[src/rtl/uart_pkg.sv]
// Shared uart_tx register map and scheduler state encoding.
package uart_pkg;

   localparam logic [15:0] UART_DATA_ADDR = 16'h0111;
   localparam logic [15:0] UART_CTRL_ADDR = 16'h0110;

   typedef enum logic [2:0] {
      ST_IDLE  = 3'd0,
      ST_LOAD  = 3'd1,
      ST_START = 3'd2,
      ST_WAIT  = 3'd3,
      ST_ACK   = 3'd4
   } tx_state_e;

endpackage

[src/rtl/uart_tx_fifo.sv]
// Byte FIFO with wrap-around pointers; pushes while full and pops while empty are dropped.
module uart_tx_fifo #(
   parameter int DEPTH = 8,
   localparam int AW = $clog2(DEPTH)
) (
   input  logic         clk,
   input  logic         rst,
   input  logic         push,
   input  logic [7:0]   push_data,
   input  logic         pop,
   output logic [7:0]   pop_data,
   output logic         full,
   output logic         empty,
   output logic [AW:0]  count
);

   logic [7:0]    mem [DEPTH];
   logic [AW-1:0] wr_ptr;
   logic [AW-1:0] rd_ptr;
   logic          push_ok;
   logic          pop_ok;

   assign full     = (count == (AW+1)'(DEPTH));
   assign empty    = (count == '0);
   assign push_ok  = push & ~full;
   assign pop_ok   = pop & ~empty;
   assign pop_data = mem[rd_ptr];

   always_ff @(posedge clk) begin
      if (push_ok) mem[wr_ptr] <= push_data;
   end

   always_ff @(posedge clk or negedge rst) begin
      if (!rst) begin
         wr_ptr <= '0;
         rd_ptr <= '0;
         count  <= '0;
      end else begin
         if (push_ok) wr_ptr <= wr_ptr + AW'(1);
         if (pop_ok)  rd_ptr <= rd_ptr + AW'(1);
         case ({push_ok, pop_ok})
            2'b10:   count <= count + (AW+1)'(1);
            2'b01:   count <= count - (AW+1)'(1);
            default: count <= count;
         endcase
      end
   end

endmodule

[src/rtl/uart_tx_sched.sv]
// Round-robin merge of two byte requesters into a TX FIFO, then per-byte
// sequencing of the uart_tx register interface (data, start, wait irq, ack).
//
// state    | meaning
// ST_IDLE  | tx_addr=0; pop head of FIFO when non-empty
// ST_LOAD  | drive DATA_ADDR with the popped byte
// ST_START | drive CTRL_ADDR with 0; arm watchdog
// ST_WAIT  | wait for tx_irq or watchdog terminal count
// ST_ACK   | one-cycle tx_ack pulse
module uart_tx_sched
   import uart_pkg::*;
#(
   parameter int          DEPTH       = 8,
   parameter logic [15:0] DATA_ADDR   = UART_DATA_ADDR,
   parameter logic [15:0] CTRL_ADDR   = UART_CTRL_ADDR,
   parameter int          TIMEOUT_CYC = 131072
) (
   input  logic                   clk,
   input  logic                   rst,
   input  logic                   req0_valid,
   input  logic [7:0]             req0_data,
   output logic                   req0_ready,
   input  logic                   req1_valid,
   input  logic [7:0]             req1_data,
   output logic                   req1_ready,
   output logic [15:0]            tx_addr,
   output logic [7:0]             tx_data,
   output logic                   tx_ack,
   input  logic                   tx_irq,
   output logic                   busy,
   output logic [$clog2(DEPTH):0] fifo_count,
   output logic                   timeout_err
);

   localparam int            WW      = (TIMEOUT_CYC > 1) ? $clog2(TIMEOUT_CYC) : 1;
   localparam logic [WW-1:0] WD_LOAD = WW'(TIMEOUT_CYC - 1);

   tx_state_e     state;
   logic [WW-1:0] wd_cnt;
   logic          arb_en;
   logic          rr_ptr;
   logic          grant0;
   logic          grant1;
   logic          push;
   logic [7:0]    push_data;
   logic          pop;
   logic [7:0]    pop_data;
   logic          full;
   logic          empty;

   // rr_ptr=0 favours req0; readys stay low until the first clock after reset
   assign grant0     = req0_valid & (~req1_valid | ~rr_ptr);
   assign grant1     = req1_valid & (~req0_valid | rr_ptr);
   assign req0_ready = arb_en & grant0 & ~full;
   assign req1_ready = arb_en & grant1 & ~full;
   assign push       = req0_ready | req1_ready;
   assign push_data  = grant0 ? req0_data : req1_data;

   always_ff @(posedge clk or negedge rst) begin
      if (!rst) begin
         arb_en <= 1'b0;
         rr_ptr <= 1'b0;
      end else begin
         arb_en <= 1'b1;
         if (push & req0_valid & req1_valid) rr_ptr <= ~rr_ptr;
      end
   end

   uart_tx_fifo #(.DEPTH(DEPTH)) u_fifo (
      .clk       (clk),
      .rst       (rst),
      .push      (push),
      .push_data (push_data),
      .pop       (pop),
      .pop_data  (pop_data),
      .full      (full),
      .empty     (empty),
      .count     (fifo_count)
   );

   assign pop  = (state == ST_IDLE) & ~empty;
   assign busy = (state != ST_IDLE) | ~empty;

   // Outputs are registered on the transition so they line up with the state they belong to.
   always_ff @(posedge clk or negedge rst) begin
      if (!rst) begin
         state       <= ST_IDLE;
         wd_cnt      <= '0;
         tx_addr     <= 16'h0000;
         tx_data     <= 8'h00;
         tx_ack      <= 1'b0;
         timeout_err <= 1'b0;
      end else begin
         tx_ack <= 1'b0;
         case (state)
            ST_IDLE: begin
               if (!empty) begin
                  state   <= ST_LOAD;
                  tx_addr <= DATA_ADDR;
                  tx_data <= pop_data;
               end
            end
            ST_LOAD: begin
               state   <= ST_START;
               tx_addr <= CTRL_ADDR;
               tx_data <= 8'h00;
            end
            ST_START: begin
               state   <= ST_WAIT;
               tx_addr <= 16'h0000;
               wd_cnt  <= WD_LOAD;
            end
            ST_WAIT: begin
               if (tx_irq) begin
                  state  <= ST_ACK;
                  tx_ack <= 1'b1;
               end else if (wd_cnt == '0) begin
                  state       <= ST_ACK;
                  tx_ack      <= 1'b1;
                  timeout_err <= 1'b1;
               end else begin
                  wd_cnt <= wd_cnt - WW'(1);
               end
            end
            ST_ACK: begin
               state <= ST_IDLE;
            end
            default: begin
               state   <= ST_IDLE;
               tx_addr <= 16'h0000;
               tx_data <= 8'h00;
            end
         endcase
      end
   end

endmodule

[config.mk]
export PLATFORM = sky130hd
export DESIGN_NAME = uart_tx_sched
export DESIGN_NICKNAME = d
export VERILOG_FILES = /design/src/rtl/uart_pkg.sv /design/src/rtl/uart_tx_fifo.sv /design/src/rtl/uart_tx_sched.sv
export SDC_FILE = /design/constraint.sdc
export NUM_CORES = 1
export LEC_CHECK = 0
export ABC_AREA = 0
export BUFFER_PORTS_ARGS = -buffer_cell sky130_fd_sc_hd__buf_4
export CAP_MARGIN = 20
export CELL_PAD_IN_SITES_DETAIL_PLACEMENT = 1
export CELL_PAD_IN_SITES_GLOBAL_PLACEMENT = 2
export CORE_MARGIN = 4
export CORE_UTILIZATION = 37
export CTS_CLUSTER_DIAMETER = 80
export DETAILED_ROUTE_END_ITERATION = 16
export PLACE_DENSITY = 0.78
export SYNTH_ARGS = -nofsm -noshare
export SYNTH_HDL_FRONTEND = slang
export SYNTH_HIERARCHICAL = 1
export SYNTH_SLANG_ARGS = --single-unit
[constraint.sdc]
create_clock -name clk -period 2.9 [get_ports clk]
set_input_delay 0 -clock clk [delete_from_list [all_inputs] [get_ports clk]]
set_output_delay 0 -clock clk [all_outputs]
set_load 0.03 [all_outputs]
## Word level (Yosys, flattened, before mapping)

Memory sizes are Yosys's and may differ from the RTL's.
Index checks and enable logic that the tools add are counted.

- Add/subtract/negate cells: 5
- Equal/unequal tests: 11
- Mux-type cells: 18
- Bitwise gates (word level): 23
- Reductions and logical operators: 13

Operators by type and width:

| kind | number |
|---|---|
| 16-bit one-hot mux with 3 select lines | 1 |
| 17-bit two-way mux | 2 |
| 17-bit one-hot mux with 2 select lines | 1 |
| 17-bit logical NOT | 1 |
| 17-bit by 1-bit subtractor with 17-bit output (second input constant) | 1 |
| 16-bit two-way mux | 1 |
| 8-bit two-way mux | 2 |
| 8-bit one-hot mux with 2 select lines | 1 |
| 3-bit one-hot mux with 4 select lines | 1 |
| 1-bit AND | 11 |
| 3-bit two-way mux | 3 |
| 1-bit NOT | 8 |
| 4-bit one-hot mux with 2 select lines | 1 |
| 3-bit by 1-bit adder with 3-bit output (second input constant) | 2 |
| 3-bit by 2-bit equality test with 1-bit output (second input constant) | 2 |
| 2-bit != test (second input constant) | 3 |
| 2-bit AND reduction | 3 |
| 3-bit AND reduction | 2 |
| 1-bit two-way mux | 5 |
| 4-bit by 1-bit adder with 4-bit output (second input constant) | 1 |
| 4-bit equality test (second input constant) | 1 |
| 4-bit logical NOT | 1 |
| 1-bit bitwise OR | 4 |
| 2-bit nonzero test | 2 |
| other kinds (10) | 10 |

- Register bits: 58
- Bits in writable memories: 64
- Input port bits: 21
- Logic and storage cells: 82
- Memories: 1

Memory list:

| name | words | width | read ports | clocked after memory_dff | wr ports | RTL line | RTL |
|---|---|---|---|---|---|---|---|
| u_fifo.mem | 8 | 8 | 1 | 0 | 1 | uart_tx_fifo.sv:17 | `logic [7:0] mem [DEPTH];` |

## Longest topological paths before layout

Gate-level depths: netlist of the first run.

- Depth in word-level cells: 9
- Gate-level depth with buffers: 12

## Modules after synthesis

The synthesis of the first run kept the hierarchy.

By module, submodules not included:

| module | instances | cells an instance | area each (um2) |
|---|---|---|---|
| uart_tx_fifo | 1 | 160 | 3,134.3 |
| uart_tx_sched | 1 | 203 | 1,944.4 |

## Worst setup path before layout of the first run

No wires, ideal clock.

- Path type: reg2reg
- Start: register u_fifo.count[0]
- End: register u_fifo.count[3]
- Library setup time: 134 ps
- Arrival time: 3,402 ps
- Data required time: 2,766 ps
- Slack: -636 ps
- Stages on the path, launching flop included: 12
- Path buffers: 0
- Path through: dfrtp_1 or4b_4 inv_1 nor2b_1 and2_1 or2_2 nand2_2 ha_1 ha_1 or4b_2 o311ai_0 o211ai_1

- Cells in the longest elaborated chain, start to end: 7
- Elaborated cells on any way between the ends: 16
- Classes of those cells: add/sub (2); eq/ne (3); mux (1); bitwise (8); reduce/logical (2)

RTL lines:

| element | RTL line | RTL |
|---|---|---|
| start, declared | uart_tx_fifo.sv:14 | `output logic [AW:0] count` |
| start signal, assigned | uart_tx_fifo.sv:42 | `2'b10: count <= count + (AW+1)'(1);` |
| start signal, assigned | uart_tx_fifo.sv:43 | `2'b01: count <= count - (AW+1)'(1);` |
| start signal, assigned | uart_tx_fifo.sv:44 | `default: count <= count;` |
| 4-bit equality test * | uart_tx_fifo.sv:23 | `assign full = (count == (AW+1)'(DEPTH));` |
| via full | uart_tx_sched.sv:48 | `logic full;` |
| 1-bit NOT * | uart_tx_sched.sv:54 | `assign req0_ready = arb_en & grant0 & ~full;` |
| 1-bit AND * | uart_tx_sched.sv:54 |  |
| via req0_ready | uart_tx_sched.sv:22 | `output logic req0_ready,` |
| 1-bit bitwise OR * | uart_tx_sched.sv:56 | `assign push = req0_ready \| req1_ready;` |
| via push | uart_tx_sched.sv:44 | `logic push;` |
| 1-bit AND * | uart_tx_fifo.sv:25 | `assign push_ok = push & ~full;` |
| 2-bit by 1-bit equality test with 1-bit output / 2-bit equality test (equally long branches) | uart_tx_fifo.sv:41 | `case ({push_ok, pop_ok})` |
| 4-bit one-hot mux with 2 select lines / 2-bit nonzero test (equally long branches) | - |  |

Mark *: on every way through the listed nets, which the timed path passes. The rest lies on a longest branch.
A chain may end at the register's enable or synchronous reset.

## Worst setup path after layout of the first run

- Start: register u_fifo.count[1]
- End: register u_fifo.count[3]

- Cells in the longest elaborated chain, start to end: 7
- Elaborated cells on any way between the ends: 16
- Classes of those cells: add/sub (2); eq/ne (3); mux (1); bitwise (8); reduce/logical (2)

RTL lines:

| element | RTL line |
|---|---|
| 4-bit equality test * | uart_tx_fifo.sv:23 |
| via full | uart_tx_sched.sv:48 |
| 1-bit NOT * | uart_tx_sched.sv:54, uart_tx_sched.sv:55 |
| 1-bit AND (on tied branches) | uart_tx_sched.sv:54, uart_tx_sched.sv:55 |
| 1-bit bitwise OR * | uart_tx_sched.sv:56 |
| via push | uart_tx_sched.sv:44 |
| 1-bit AND * | uart_tx_fifo.sv:25 |
| 2-bit by 1-bit equality test with 1-bit output / 2-bit equality test (equally long branches) | uart_tx_fifo.sv:41 |
| 4-bit one-hot mux with 2 select lines / 2-bit nonzero test (equally long branches) | - |

Marks and branches as above.

==> summary.txt, run 1 <==
Run status
  • Status: completed

Worst hold path
  • Hold depth: 3
  • Hold WC Path Type: in2reg
  • Hold_sp: tx_irq
  • Hold endpoint: state[2]

GRT
  • Vias in the first global route: 3354
  • Antenna violations before repair: 0
  • Pin count of the biggest net entering global routing: 45
  • Total GRT Usage: 13.9%
  • First-pass GRT wire length: 17500 um
  • Grt ovf: 0

Die
  • Die H: 125 um
  • Row count: 42
  • I/O pin count: 54
  • Die area: 15700 um^2
  • Initial Utilization: 38.0%
  • Chip Width: 125 um
  • Core area: 13300 um^2

STA
  • Final WS setup: 62.5 ps
  • Slew headroom: 44.4%
  • RSZ-0062 raised after global routing: no
  • Worst hold margin: 19.6 ps
  • Final setup viols: 0
  • Final worst path period need: 2840 ps
  • Skew final: 10.0 ps
  • Worst Max-Slew Pin Slew: 831 ps
  • Final period utilization: 97.8%
  • Final Hold Vio Count: 0
  • Max-slew violations: 0
  • Fmax: 0.352 GHz

Setup path
  • Critical Path RT: 3120 ps
  • R2r endpoint: u_fifo/count[3]
  • CP endpoint kind: flip-flop
  • Worst Reg-to-Reg Cells: 11
  • Worst Setup Start Kind: flip-flop
  • CP max FO: 5
  • Arrival @ worst endpoint: 3060 ps
  • Worst reg2reg path startpoint: u_fifo/count[1]
  • R2R setup slack: 60 ps
  • Setup CP Type: reg2reg

Final layout
  • Most frequent cells in the layout: 64 x edfxtp_1, 61 x buf_4, 40 x dfrtp_1, 27 x nand2_1, 21 x nor2_1
  • Final nets: 451
  • Commonest non-fill, non-tap cell in the layout: edfxtp_1
  • Ant. Diodes: 0
  • Layout cells sized above 1: 26.9%
  • Area Overhead vs Synth: 17.7%

Power and ir drop
  • IR drop worst, VDD: 0.000380 V
  • Part of the power in the clock network: 22.4%
  • Psw: 0.00185 W
  • Sequential Power Share: 40.8%
  • Total leakage power: 2.28 nW
  • Switching Fraction: 35.1%
  • Int Pwr: 0.00342 W
  • PwrDens: 882 nW/um^2
  • Comb pwr share: 36.8%

Drt
  • Wirelength, routed: 10700 um
  • DR pass1 iterations: 4
  • Wirelength per Cell: 17.7 um
  • Routed vias: 3100
  • Vias per cell: 5.13
  • DRC viols: 0
  • Routed Antenna Nets: 0
  • DR iter-0 viols: 246

Yosys
  • Synth warn: 6
  • Sequential fraction of the synthesis area: 59.5%
  • Post-synth EDFFs: 64
  • Cells after Synth: 363
  • Syn Area/Cell: 14.0 um^2
  • Mapped Area: 5080 um^2
  • Unique cell type count in the Yosys netlist: 60
  • #FFs+latches synth: 108
  • Top FF cell, synth: edfxtp_1
  • Fraction of registers with async set/reset: 40.7%

CTS
  • Clock Latency Late Sink: 350 ps
  • Total CTS buffers: 9
  • Max H-tree Level: 3
  • Clock Sink Count: 108
  • Clock Tree Root: clkbuf_16
  • Worst-path clk slew: 70 ps
  • Clock tree buffer depth: 2
  • CTS tree: yes

Place
  • Gpl congestion: 0.768
  • Post-DP HPWL: 7360 um
  • IO buf count: 40
  • Place WS: 31.6 ps

Flow run
  • Max-Cap Viols: 0
-- layer usage --
metal	global-route usage, %	wire (um)	up-vias
met5	0	0	-
met4	3.25	88	0
met3	2.64	302	9
met2	24.1	5520	50
met1	18.1	4780	1581
li1	-	-	1460
-- state kept, by name, indices dropped and copies added (netlist names) --
signal	cells
arb_en	1
rr_ptr	1
state	3
timeout_err	1
tx_ack	1
tx_addr	2
tx_data	8
u_fifo/count	4
u_fifo/mem	64
u_fifo/rd_ptr	3
u_fifo/wr_ptr	3
wd_cnt	17
-- repair_timing --
action                                  CTS  global route
buffers inserted                          0             3
endpoints found under the setup margin    0             1
hold buffers                              3             0
endpoints found under the hold margin    45             0
resized for setup                         0             1
-- stage by stage --
stage	total power (W)	instances	instance area [um^2]	util, %	TNS [ps]
6_report	0.00527	604	5980	44.8	0
2_1_floorplan	0.00355	375	5180	-	-68.2
3_3_place_gp	0.00402	582	5640	42.2	0
4_1_cts	0.00532	601	5950	44.6	0
5_1_grt	0.00561	604	5980	44.8	0
3_5_place_dp	0.00412	582	5640	42.2	0
-- cell families after synthesis --
kind of cell | count (synthesis) | share of synthesized area (%)
fa+ha+maj | 7 | 1.87
compound gates | 42 | 5.47
xor+xnor | 7 | 1.21
buf+inv | 38 | 4.71
flops | 108 | 59.5
mux | 46 | 14.6
simple gates | 113 | 12.4
other cells | 2 | 0.148
-- cells in the mapped netlist, types with 3 or more instances --
| cell | instances | area [um^2] |
|---|---|---|
| o31ai_1 | 4 | 30.0 |
| o21ai_0 | 14 | 70.1 |
| nor2_1 | 21 | 78.8 |
| buf_4 | 14 | 105 |
| nor3_1 | 9 | 45.0 |
| buf_2 | 4 | 20.0 |
| nor3b_1 | 3 | 22.5 |
| edfxtp_1 | 64 | 1920 |
| a21oi_1 | 6 | 30.0 |
| nand2_1 | 28 | 105 |
| dfrtp_1 | 44 | 1100 |
| nor4_1 | 5 | 31.3 |
| nand3_1 | 12 | 60.1 |
| and2_1 | 5 | 31.3 |
| mux2i_1 | 12 | 120 |
| clkbuf_1 | 4 | 15.0 |
| ha_1 | 6 | 75.1 |
| or4_1 | 6 | 45.0 |
| buf_6 | 3 | 33.8 |
| mux4_1 | 16 | 420 |
| mux2_2 | 18 | 203 |
| inv_1 | 11 | 41.3 |
| or2_1 | 3 | 18.8 |
| o211ai_1 | 4 | 30.0 |
| xnor2_1 | 6 | 52.6 |
-- critical path: stages (launching register included) --
cell and delay (ps):
dfrtp_2 400, or4b_4 560, inv_2 70, nor2b_2 50, and2_4 160, or2_4 250
nand2_4 100, ha_4 170, ha_4 220, or4b_4 510, o311ai_1 110, o211ai_1 110
-- how the worst max path moves through the flow --
stage / startpoint / to / depth (start not counted)
floorplan: u_fifo/count[1] / u_fifo/count[3] / 12
global placement: u_fifo/count[1] / u_fifo/count[3] / 11
detailed placement: u_fifo/count[1] / u_fifo/count[3] / 12
CTS: u_fifo/count[1] / u_fifo/count[3] / 12
global route: u_fifo/count[1] / u_fifo/count[3] / 11
finish: u_fifo/count[1] / u_fifo/count[3] / 11
-- layout make-up --
class	instances	area [um^2]
repair buffers	64	488
clock inverters	6	52.6
inverters	11	41.3
flip-flops and latches	108	3030
multi-input cells	229	1920
well taps	176	220
fillers	1379	7370
clock buffers	10	229
-- power by group through the flow --
| stage | Combinational, W | Clock (W) | Sequential [W] |
|---|---|---|---|
| 2_1_floorplan | 0.00133 | 0 | 0.00222 |
| 3_3_place_gp | 0.00186 | 0 | 0.00216 |
| 3_5_place_dp | 0.00194 | 0 | 0.00218 |
| 4_1_cts | 0.00195 | 0.00122 | 0.00215 |
| 5_1_grt | 0.00213 | 0.00129 | 0.00218 |
| 6_report | 0.00194 | 0.00118 | 0.00215 |
No activity file was read; power rests on OpenSTA's default activity.
==> inputs of run 2 (changes only) <==
==> constraint.sdc (replaced) <==
create_clock -name clk -period 2.9 [get_ports clk]
set_input_delay 0.29 -clock clk [delete_from_list [all_inputs] [get_ports clk]]
set_output_delay 0.29 -clock clk [all_outputs]
set_load 0.03 [all_outputs]
==> summary.txt, run 2 (synthesis gave the netlist of run 1 again) <==
GRT
  • First-pass GRT wire length: 17900 um
  • Vias in the first global route: 3338
  • Pin count of the biggest net entering global routing: 45
  • Antenna violations before repair: 0
  • Total GRT Usage: 14.4%
  • Grt ovf: 0

STA
  • Final Hold Vio Count: 0
  • Final setup viols: 0
  • Final worst path period need: 2810 ps
  • Final WS setup: 95.0 ps
  • Final period utilization: 96.7%
  • Max-slew violations: 0
  • Slew headroom: 34.4%
  • Skew final: 10.0 ps
  • Worst Max-Slew Pin Slew: 980 ps
  • Fmax: 0.357 GHz

Place
  • IO buf count: 40
  • Gpl congestion: 0.787
  • Post-DP HPWL: 7520 um
  • Place WS: 15.6 ps

Setup path
  • Critical Path RT: 3170 ps
  • Cell breakdown of the critical path: or4b_4, inv_2, nor2b_2, and2_4, or2_4, nand2_4, ha_4, ha_1, a21oi_1, mux2_2, o211ai_1
  • Worst Setup Start Kind: flip-flop
  • Crit path max-delay cell type: or4b_4
  • CP endpoint kind: flip-flop
  • Arrival @ worst endpoint: 3070 ps
  • Setup CP Type: reg2reg
  • Slowest Stage Delay on Critical Path: 560 ps
  • CP max FO: 5

Final layout
  • # fillers: 1390
  • Most frequent cells in the layout: 64 x edfxtp_1, 60 x buf_4, 40 x dfrtp_1, 27 x nand2_1, 21 x nor2_1
  • Area Overhead vs Synth: 17.6%
  • Commonest non-fill, non-tap cell in the layout: edfxtp_1
  • Ant. Diodes: 0
  • Largest register FFs: 64
  • Biggest regs: u_fifo/mem: 64 flops, wd_cnt: 17 flops, tx_data: 8 flops
  • Most flop-heavy register: u_fifo/mem
  • Final nets: 448
  • Layout cells sized above 1: 27.3%

Power and ir drop
  • Total leakage power: 2.28 nW
  • Part of the power in the clock network: 23.4%
  • Sequential Power Share: 40.0%
  • Overall power: 0.00535 W
  • Psw: 0.00191 W
  • Comb pwr share: 36.6%
  • IR drop worst, VDD: 0.000626 V
  • PwrDens: 896 nW/um^2
  • Switching Fraction: 35.7%
  • Int Pwr: 0.00344 W

Die
  • I/O pin count: 54
  • Die H: 125 um
  • Core area: 13300 um^2
  • Die area: 15700 um^2
  • Row count: 42
  • Chip Width: 125 um
  • Initial Utilization: 38.0%

CTS
  • Total CTS buffers: 9
  • CTS tree: yes
  • Clock Sink Count: 108
  • Max H-tree Level: 3
  • Clock Latency Late Sink: 360 ps
  • Worst-path clk slew: 80 ps
  • Clock Tree Root: clkbuf_16
  • Clock tree buffer depth: 2

Drt
  • Vias per cell: 5.13
  • Wirelength, routed: 10800 um
  • DR pass1 iterations: 4
  • DRC viols: 0
  • Routed Antenna Nets: 0
  • Wirelength per Cell: 18.0 um
  • Routed vias: 3085
  • DR iter-0 viols: 206

Flow run
  • Max-Cap Viols: 0

Worst hold path
  • Hold WC Path Type: in2reg

Run status
  • Status: completed
==> run 2: cell count changes in the layout (fill, tap and decap cells not counted), sizes merged <==
cell / before / now
buf: 61 / 60
inv: 15 / 16
dlygate4sd3: 3 / 1
clkbuf: 10 / 9
clkinv: 1 / 2
clkinvlp: 1 / 0
==> run 2: stage by stage <==
stage / setup TNS (ps) / cell area [um^2] / hold WS, ps / cells / utilization, %
6_report: 0 / 5970 / 242 / 601 / 44.8
5_1_grt: -7.13 / 5970 / 231 / 601 / 44.8
4_1_cts: 0 / 5940 / 226 / 597 / 44.5
3_5_place_dp: 0 / 5620 / 346 / 580 / 42.1
3_3_place_gp: 0 / 5620 / 339 / 580 / 42.1
2_1_floorplan: -68.2 / 5180 / -5.59 / 375 / -
==> run 2: area by class of cell <==
cell class / instances / area (um^2) / share of cell area, %
Sequential cell: 108 / 3030 / 50.7
Multi-Input combinational cell: 229 / 1920 / 32.2
Timing Repair Buffer: 61 / 460 / 7.71
Clock buffer: 9 / 225 / 3.77
Tap cell: 176 / 220 / 3.69
Clock inverter: 7 / 76.3 / 1.28
Inverter: 11 / 41.3 / 0.691
==> run 2: repair_timing <==
item	in CTS	in global routing
setup endpoints to repair	0	1
gates resized for setup	0	2
hold buffers	1	0
buffers inserted	0	4
endpoints found under the hold margin	44	0
==> run 2: power groups by stage <==
stage | registers [W] | logic [W] | clock network [W]
after floorplan | 0.00222 | 0.00133 | 0
after global placement | 0.00216 | 0.00186 | 0
after detailed placement | 0.00218 | 0.00195 | 0
after CTS | 0.00215 | 0.00196 | 0.00129
after global routing | 0.00219 | 0.00216 | 0.00136
final | 0.00214 | 0.00196 | 0.00125
==> run 2: metal layers <==
metal	track usage, %	wire [um]	vias up
li1	-	-	1467
met1	18.2	4660	1536
met2	24.7	5570	70
met3	3.80	434	12
met4	3.70	144	0
met5	0	0	-
==> run 2: worst max-delay path, delay by kind of cell (launching register included) <==
kind | cells | cell delay [ps]
adders and majority gates | 2 | 420
and+or+nand+nor | 5 | 1100
buffers and inverters | 1 | 70
muxes | 1 | 360
AOI/OAI and AO/OA | 2 | 370
DFF | 1 | 410
==> run 2: path summary, 6_finish.rpt <==
kind                                      start               to  slack [ps]  cells past startpoint
worst max-delay path            u_fifo/count[0]  u_fifo/count[3]          90                     11
worst max register to register  u_fifo/count[0]  u_fifo/count[3]          90                     11
max in group asynchronous                   rst  u_fifo/count[1]        1970                      2
worst min register to register      timeout_err      timeout_err         490                      1
worst min-delay path                 req1_valid           rr_ptr         240                      3
min in group asynchronous                   rst       wd_cnt[14]         470                      2
==> inputs of run 3 (changes only) <==
--- a/config.mk
+++ b/config.mk
@@ -14,7 +14,7 @@
 export CORE_UTILIZATION = 37
 export CTS_CLUSTER_DIAMETER = 80
 export DETAILED_ROUTE_END_ITERATION = 16
-export PLACE_DENSITY = 0.78
+export PLACE_DENSITY = 0.83
 export SYNTH_ARGS = -nofsm -noshare
 export SYNTH_HDL_FRONTEND = slang
 export SYNTH_HIERARCHICAL = 1
==> summary.txt, run 3 (synthesis gave the netlist of run 1 again) <==
Run status
  • Status: completed

Setup path
  • CP endpoint kind: flip-flop
  • R2R setup slack: 50 ps
  • Arrival @ worst endpoint: 3090 ps
  • Setup CP Type: reg2reg
  • Worst reg2reg path startpoint: u_fifo/count[1]
  • R2r endpoint: u_fifo/count[3]
  • Worst Reg-to-Reg Cells: 11
  • Crit path max-delay cell type: or4b_4
  • CP max FO: 6
  • Critical Path RT: 3140 ps
  • Worst Path Buf+Inv: 1
  • Cell family with most CP delay: simple AND/OR/NAND/NOR gates
  • Worst Setup Start Kind: flip-flop
  • Cell breakdown of the critical path: or4b_4, inv_2, nor2b_2, and2_4, or2_4, nand2_4, ha_4, ha_4, or4b_4, o311ai_2, o211ai_1
  • Slowest Stage Delay on Critical Path: 560 ps

Final layout
  • # fillers: 1373
  • Most flop-heavy register: u_fifo/mem
  • Ant. Diodes: 0
  • Post-route design area: 6030 um^2
  • Most frequent cells in the layout: 66 x buf_4, 64 x edfxtp_1, 40 x dfrtp_1, 27 x nand2_1, 21 x nor2_1
  • Largest register FFs: 64
  • Layout cells sized above 1: 28.3%
  • Biggest regs: u_fifo/mem: 64 flops, wd_cnt: 17 flops, tx_data: 8 flops
  • Commonest non-fill, non-tap cell in the layout: buf_4
  • Area Overhead vs Synth: 18.7%
  • Final nets: 454

GRT
  • Antenna violations before repair: 0
  • Vias in the first global route: 3394
  • Total GRT Usage: 14.7%
  • First-pass GRT wire length: 18100 um
  • Grt ovf: 0
  • Pin count of the biggest net entering global routing: 45

Worst hold path
  • Hold_sp: req1_valid
  • Hold depth: 3
  • Hold WC Path Type: in2reg
  • Hold endpoint: rr_ptr

Drt
  • Routed vias: 3137
  • DRC viols: 0
  • Vias per cell: 5.17
  • Wirelength, routed: 11100 um
  • Routed Antenna Nets: 0
  • Wirelength per Cell: 18.2 um
  • DR iter-0 viols: 163
  • DR pass1 iterations: 4

STA
  • Fmax: 0.351 GHz
  • Max-slew violations: 0
  • Final worst path period need: 2850 ps
  • Final setup viols: 0
  • Slew headroom: 42.0%
  • Skew final: 12.0 ps
  • Final period utilization: 98.2%
  • Final WS setup: 51.3 ps
  • Final Hold Vio Count: 0
  • Worst Max-Slew Pin Slew: 867 ps

Place
  • IO buf count: 40
  • Place WS: 14.5 ps
  • Gpl congestion: 0.794
  • Placed cell area: 5670 um^2
  • Post-DP HPWL: 7840 um

CTS
  • Clock Sink Count: 108
  • Total CTS buffers: 9
  • Clock Tree Root: clkbuf_16
  • CTS tree: yes
  • Clock tree buffer depth: 2
  • Clock Latency Late Sink: 360 ps
  • Worst-path clk slew: 80 ps
  • Max H-tree Level: 3

Power and ir drop
  • PwrDens: 896 nW/um^2
  • Sequential Power Share: 39.5%
  • IR drop worst, VDD: 0.000423 V
  • Switching Fraction: 35.8%
  • Comb pwr share: 37.3%
  • Int Pwr: 0.00347 W
  • Psw: 0.00194 W
  • Part of the power in the clock network: 23.2%
  • Total leakage power: 2.31 nW

Die
  • Die H: 125 um
  • Row count: 42
  • Die area: 15700 um^2
  • Core area: 13300 um^2
  • Chip Width: 125 um
  • Initial Utilization: 38.0%
  • I/O pin count: 54

Flow run
  • Max-Cap Viols: 0
==> run 3: changes by cell type in the layout (fill, tap and decap cells not counted) <==
cell | before | now
o311ai_1 | 1 | 0
o311ai_2 | 0 | 1
nor4_2 | 1 | 0
buf_4 | 60 | 66
clkinv_8 | 1 | 2
nor4_1 | 4 | 5
inv_6 | 2 | 1
==> run 3: power by group through the flow <==
stage,combinational [W],sequential (W),clock (W)
after floorplan,0.00133,0.00222,0
after global placement,0.00189,0.00215,0
after detailed placement,0.00199,0.00218,0
after CTS,0.00201,0.00214,0.00129
after global routing,0.00220,0.00217,0.00135
final,0.00202,0.00214,0.00125
==> run 3: what timing repair did <==
item | in CTS | in global routing
hold buffers | 1 | 0
resized for setup | 0 | 2
buffers inserted | 1 | 3
pin swaps | 0 | 3
hold endpoints to repair | 44 | 0
setup endpoints to repair | 1 | 1
==> run 3: worst max path at each step <==
stage	slack [ps]	endpoint	cells after the start	start
after floorplan	-70	u_fifo/count[3]	12	u_fifo/count[1]
after global routing	-3	u_fifo/count[3]	11	u_fifo/count[1]
after global placement	100	u_fifo/count[3]	12	u_fifo/count[1]
final	50	u_fifo/count[3]	11	u_fifo/count[1]
after CTS	20	u_fifo/count[3]	12	u_fifo/count[1]
after detailed placement	10	u_fifo/count[3]	12	u_fifo/count[1]
==> run 3: through the flow <==
stage / TNS, ps / util, % / power (W) / std cells / hold slack [ps]
2_1_floorplan: -68.2 / - / 0.00355 / 375 / -5.59
3_3_place_gp: 0 / 42.5 / 0.00404 / 586 / 344
3_5_place_dp: 0 / 42.5 / 0.00416 / 586 / 342
4_1_cts: 0 / 44.9 / 0.00544 / 604 / 208
5_1_grt: -3.23 / 45.2 / 0.00573 / 607 / 226
6_report: 0 / 45.2 / 0.00540 / 607 / 227
==> run 3: layout make-up <==
| cell class | instances | area, um^2 | share of cell area, % |
|---|---|---|---|
| multi-input combinational | 229 | 1920 | 31.9 |
| clock buffer | 9 | 225 | 3.74 |
| sequential | 108 | 3030 | 50.2 |
| inverter | 11 | 41.3 | 0.685 |
| timing repair buffer | 67 | 505 | 8.39 |
| tap | 176 | 220 | 3.65 |
| clock inverter | 7 | 83.8 | 1.39 |
==> run 3: worst register-to-register path, stage by stage (launching register included) <==
cell,delay (ps)
dfrtp_2,410
or4b_4,560
inv_2,70
nor2b_2,50
and2_4,160
or2_4,250
nand2_4,90
ha_4,180
ha_4,230
or4b_4,520
o311ai_2,100
o211ai_1,110
==> run 3: layer usage <==
| layer | part of all wire, % | vias to the layer above | wire [um] | track usage, % |
|---|---|---|---|---|
| met5 | 0 | - | 0 | 0 |
| met1 | 43 | 1595 | 4740 | 17.3 |
| li1 | - | 1475 | - | - |
| met4 | 0.80 | 0 | 89 | 3.83 |
| met2 | 53 | 58 | 5900 | 26.7 |
| met3 | 3.0 | 9 | 331 | 3.62 |
